===== src/rtl/cache_pkg.sv =====
// Shared cache geometry defaults and the storage bank address-width ceiling.
package cache_pkg;
   localparam int CACHE_DATA_WIDTH    = 32;
   localparam int CACHE_INDEX_WIDTH   = 6;
   localparam int MAX_BANK_ADDR_WIDTH = 16;
endpackage


===== src/rtl/cache_data_bank.sv =====
// Simple dual-port cache storage bank: one write port, one synchronous read port (1-cycle latency).
// Read-first on same-address collision; define CACHE_BANK_BYPASS_EN for write-first forwarding.
module cache_data_bank
   import cache_pkg::*;
#(
   parameter int DATA_WIDTH = CACHE_DATA_WIDTH,
   parameter int ADDR_WIDTH = CACHE_INDEX_WIDTH
) (
   input  logic                  clk,
   input  logic                  rst,
   input  logic                  i_we,
   input  logic [DATA_WIDTH-1:0] i_wdata,
   input  logic [ADDR_WIDTH-1:0] i_waddr,
   input  logic [ADDR_WIDTH-1:0] i_raddr,
   output logic [DATA_WIDTH-1:0] o_rdata
);

   generate
      if ((DATA_WIDTH < 1) || (ADDR_WIDTH < 1) || (ADDR_WIDTH > MAX_BANK_ADDR_WIDTH)) begin : g_bad_param
         INVALID_CACHE_BANK_PARAM u_invalid ();
      end
   endgenerate

   localparam int DEPTH = 1 << ADDR_WIDTH;

   logic [DATA_WIDTH-1:0] mem [DEPTH];
   logic [DATA_WIDTH-1:0] rdata_q;

   // Storage has no reset so it maps onto an SRAM macro.
   always_ff @(posedge clk) begin
      if (i_we && !rst) begin
         mem[i_waddr] <= i_wdata;
      end
   end

   always_ff @(posedge clk or posedge rst) begin
      if (rst) begin
         rdata_q <= '0;
      end else begin
         rdata_q <= mem[i_raddr];
      end
   end

`ifdef CACHE_BANK_BYPASS_EN
   logic                  bypass_q;
   logic [DATA_WIDTH-1:0] bypass_dat_q;

   // A same-index write at the read edge overrides the stale array read.
   always_ff @(posedge clk or posedge rst) begin
      if (rst) begin
         bypass_q     <= 1'b0;
         bypass_dat_q <= '0;
      end else begin
         bypass_q     <= i_we && (i_waddr == i_raddr);
         bypass_dat_q <= i_wdata;
      end
   end

   assign o_rdata = bypass_q ? bypass_dat_q : rdata_q;
`else
   assign o_rdata = rdata_q;
`endif

endmodule


===== config.mk =====
export PLATFORM = sky130hd
export DESIGN_NAME = cache_data_bank
export DESIGN_NICKNAME = d
export VERILOG_FILES = /design/src/rtl/cache_pkg.sv /design/src/rtl/cache_data_bank.sv
export SDC_FILE = /design/constraint.sdc
export NUM_CORES = 2
export LEC_CHECK = 0
export CELL_PAD_IN_SITES_DETAIL_PLACEMENT = 0
export CELL_PAD_IN_SITES_GLOBAL_PLACEMENT = 1
export CORE_ASPECT_RATIO = 0.5
export CORE_MARGIN = 1.5
export CORE_UTILIZATION = 45
export DETAILED_ROUTE_END_ITERATION = 7
export PLACE_DENSITY = 0.73
export SLEW_MARGIN = 30
export SYNTH_ARGS = -nofsm -noshare
export SYNTH_HDL_FRONTEND = slang
export SYNTH_SLANG_ARGS = --single-unit
export TNS_END_PERCENT = 100

===== constraint.sdc =====
create_clock -name clk -period 1.95 [get_ports clk]
set_input_delay 0.195 -clock clk [delete_from_list [all_inputs] [get_ports clk]]
set_output_delay 0.195 -clock clk [all_outputs]
set_load 0.01 [all_outputs]

---- Word-level counts from Yosys, hierarchy flattened ----
Memory sizes are Yosys's and may differ from the RTL's. A register that Yosys moved wholly into a read port is not among the register bits.
Cells that the tools add are included.
storage, ports and cells
  register bits ........................... 0
  memory bits (writable) .................. 2,048
  input port bits ......................... 47
  output and inout port bits .............. 32
  word-level logic and storage cells ...... 5
  memories ................................ 1
cells by class
  muxes and demuxes ....................... 2
  reduce and logical (&&, ||, !) cells .... 2
memories
  memory  depth  bits a word  rd ports  clocked after Yosys merged registers in  wr ports  RTL line               text
  mem     64     32           1         1                                        1         cache_data_bank.sv:26  logic [DATA_WIDTH-1:0] mem [DEPTH];
operator list
  operator           count
  $mux 1             2
  $logic_and 1x1->1  1
  $logic_not 1->1    1

---- Longest topological paths before layout ----
  word-level depth ........................ 4
  mapped depth ............................ 9
  depth with buffers taken out ............ 5

---- Worst setup path before layout ----
Ideal clock, no wire load.
  path kind ............................... in2reg
  start point ............................. input port rst
  end point ............................... memory mem[63][0] in the netlist's numbering (enable)
  library setup time ...................... 0.421 ns
  arrival time ............................ 2.823 ns
  required time ........................... 1.529 ns
  slack ................................... -1.295 ns
  stages .................................. 4
  buffers on the path ..................... 0
  cells stage by stage .................... inv_1 -> and3_1 -> nand3_1 -> nor2_1
between the ends
  longest elaborated chain between the ends .. 4
RTL lines
  what                              RTL line               text
  from (decl)                       cache_data_bank.sv:10  input logic rst,
  $logic_not 1->1 (no source line)  n/a
  $logic_and 1x1->1                 cache_data_bank.sv:31  if (i_we && !rst) begin
  $mux 1                            cache_data_bank.sv:31
  $mux 1 (not written as such)      cache_data_bank.sv:32  mem[i_waddr] <= i_wdata;
  to (decl)                         cache_data_bank.sv:26
Every way passes these cells.

==> key figures <==
Cells and area
  – Storage cell area: 62300 µm²
  – Final net count: 4169
  – Share of cells above drive strength 1: between 30% and 40%
  – Area of the multi-input gates: approximately 17000 µm²
  – Final instance area: roughly 96000 µm²
  – Number of fillers in the final layout: ~13000
  – Area Growth Syn to Fin: 21.6%

Critical path
  – Setup crit start kind: register
  – R2R depth: 4
  – Largest fanout on the critical path: 1
  – Crit path largest cell delay: about 0.58 ns
  – CP Cell Sequence: mux4_2 > a22oi_2 > a21oi_2 > or4_1
  – CP Capture Type: register
  – CP Data Arrival Time: 2.74 ns
  – Required time of the critical path: about 2.6 ns
  – Register-to-Register Setup Slack: -0.1 ns
  – Slowest CP cell: mux4_2
  – Crit path kind: register to register

Power
  – VDD IR max: ~1 mV
  – Switching fraction of total power: 22.0%
  – Cell Pwr Density: 942 nW/µm²
  – Clock share of power: 38.4%
  – Cell leakage power: roughly 0.030 µW
  – Switch Pwr: between 15000 and 20000 µW
  – Combinational Power Share: around 6.6%
  – Part of the power in registers: approximately 55%
  – Cell-internal power: between 70000 and 80000 µW

STA
  – Max Freq: a little under 500 MHz
  – Final setup viols: 13
  – Slew @ Worst Pin: 1.01 ns
  – Setup Skew: approximately 0.026 ns
  – Final Hold Viols: 0
  – Unrepaired setup endpoints after global routing: true
  – Slew Limit Fails: 0
  – Relative slew slack: ~33%
  – Min Hold Slack: approximately 0.094 ns
  – Final worst path period share: 105%
  – Fin crit period: a little over 2 ns
  – Worst Setup Slack, final: -0.0986 ns

CTS
  – Worst skew pair latency: 0.83 ns
  – CTS buffer count: around 180
  – Setup Fix Bufs, Post-CTS: 0
  – CTS tree: yes
  – Clock Path Buffers: 3
  – CTS HTree Levels: 4
  – Sink Count: approximately 2100
  – Root Buffer: clkbuf_16
  – Clk slew on worst S/H paths: approximately 0.070 ns

Placement
  – Gpl congestion: between 0.8 and 0.9
  – Hpwl dp: 143000 µm
  – Placed Area: between 80000 and 90000 µm²
  – Port Buffers: between 70 and 80

Route
  – Router iterations before antenna repair: 5
  – DRC: 0
  – Final WL: between 200000 and 250000 µm
  – DR iter-0 viols: roughly 6600
  – DRT antenna net count: 0
  – Via-per-instance ratio: 6.28
  – WL/cell: 34.6 µm
  – Via total after detailed routing: approximately 41000

Die
  – Core ar.: 173000 µm²
  – FP Rows: 108
  – Die Ht: about 300 µm
  – Initial Util: a little under half
  – Die X: approximately 590 µm
  – Die Area: around 180000 µm²
  – Io pins: 79

Global route
  – Initial antenna violation count: 29
  – Pin count of the biggest net entering global routing: 65
  – Global route overflow: 0
  – Vias in the first global route: around 41000
  – First-pass GRT wire length: between 300000 and 400000 µm
  – Gr usage total: 25.8%

Yosys
  – Synth top area cells: edfxtp_1, mux4_2, a22oi_1, mux2i_1, dfrtp_1
  – Most frequent cell after synthesis: edfxtp_1
  – Mapped Avg Cell Area: between 20 and 25 µm²
  – Synth async-reset ratio: around 1.5%
  – Unique masters post-synth: 38
  – Synthesized area: around 80000 µm²
  – Primary FF master, synth: edfxtp_1
  – Yosys reg bits: between 2000 and 2500
  – Leading cell types by count after synthesis: edfxtp_1, mux4_2, a22oi_1, mux2i_1, a21oi_1
  – Synth warnings: 0
  – Yosys top cell by area: edfxtp_1
  – Mapped Nets: ~3600
  – EDFF count, synth: 2048
  – Post-Synthesis Cells: around 3500
  – Top-area cell type share of the netlist area: 78.3%
  – Post-synthesis sequential area ratio: between 70 and 80%

Run status
  – Violated checks: setup timing
  – Status: complete, but fails checks

Min path
  – HP Class: primary input to asynchronous set/reset pin

Run
  – Max-cap violations: 0
-- power by group through the flow --
| stage | Sequential, µW | Combinational, µW | Clock [µW] |
|---|---|---|---|
| global placement | 50500 | 5440 | 0 |
| CTS | 49500 | 5720 | 34900 |
| floorplan | 50400 | 2270 | 0 |
| finish | 49500 | 5920 | 34600 |
| detailed placement | 50500 | 5560 | 0 |
| global route | 49500 | 6140 | 36600 |
-- kinds of logic (layout without fill, tap and decap cells) --
logic type | Yosys count | in the layout | synth area share, %
flip-flops | 2080 | 2080 | 79.3
multiplexers | 593 | 593 | 14.5
AO/OA/AOI/OAI | 410 | 410 | 3.55
AND/OR/NAND/NOR | 217 | 217 | 1.37
buffers and inverters | 206 | 969 | 1.26
other | 0 | 8 | 0
-- through the flow --
stage / setup WS, ns / util, % / power, µW / TNS (ns) / std cells
after floorplan: -0.129 / - / 52700 / -99.35 / 3506
after global placement: -1.34 / 51.1 / 55900 / -374.42 / 6257
after detailed placement: -0.911 / 51.2 / 56000 / -406.45 / 6258
after CTS: -0.0926 / 54.8 / 90100 / -0.629 / 6603
after global routing: -0.138 / 55.1 / 92300 / -1.17 / 6579
final: -0.0986 / 55.1 / 90000 / -0.681 / 6587
-- final cells by class --
class,instances,share of cell area (%)
Antenna cell,8,0.0210
Clock buffer,244,5.11
Clock inverter,84,0.745
Inverter,1,0.00786
Multi-Input combinational cell,1220,17.9
Sequential cell,2080,65.2
Tap cell,2310,3.03
Timing Repair Buffer,640,8.01
-- worst paths after layout --
| check | endpoint | from |
|---|---|---|
| min in group clk | mem[2][8] | i_wdata[8] |
| setup reg to reg | o_rdata[31] | mem[55][31] |
| max in group asynchronous | o_rdata[12] | rst |
| hold / removal | o_rdata[4] | rst |
| hold reg to reg | o_rdata[6] | mem[59][6] |
| setup / recovery | o_rdata[31] | mem[55][31] |
-- metal layers --
metal | vias up | part of all wire [%] | track usage [%]
met4 | 20 | 2.4 | 7.03
met5 | - | 0.14 | 0
met3 | 326 | 13 | 6.96
met2 | 2612 | 45 | 38.6
li1 | 16207 | - | -
met1 | 22182 | 39 | 37.5
-- flip-flops by register name, summed over array words and instances, names as in the netlist --
signal   cells
o_rdata     32
mem       2048
-- critical path: cells and delay by family (launching register included) --
kind	cells	cell delay, ns
AOI/OAI and AO/OA	2	0.43
DFF	1	0.37
muxes	1	0.58
and+or+nand+nor	1	0.53
-- cell usage in the layout, fill, tap and decap left out, types with 5 or more instances in the layout --
cell / instances
buf_6: 6
a21oi_2: 42
a22oi_1: 143
clkinv_1: 27
clkinvlp_4: 6
clkbuf_16: 180
bufinv_16: 6
dlygate4sd2_1: 28
clkbuf_1: 50
o2111ai_1: 7
clkdlybuf4s50_1: 10
o2111ai_2: 9
o22ai_1: 5
nor2_1: 5
or4_1: 17
edfxtp_1: 2048
o211ai_1: 8
a21oi_1: 49
nor2b_1: 6
buf_2: 32
mux4_2: 436
inv_6: 5
clkinv_2: 32
a22oi_2: 111
mux2i_1: 157
dfrtp_2: 5
dlygate4sd3_1: 31
a21oi_4: 30
dfrtp_1: 26
buf_4: 308
nor2_4: 67
clkbuf_8: 14
diode_2: 8
nand2_1: 42
or4_4: 14
nand3_1: 27
buf_12: 216
-- timing repair --
action	CTS	global route
gates cloned	0	0
hold buffers	31	0
pin swaps	62	81
gates resized for setup	165	122
setup endpoints to repair	63	32
hold endpoints to repair	1507	0
Note: power is estimated with default switching activity, not from simulation.
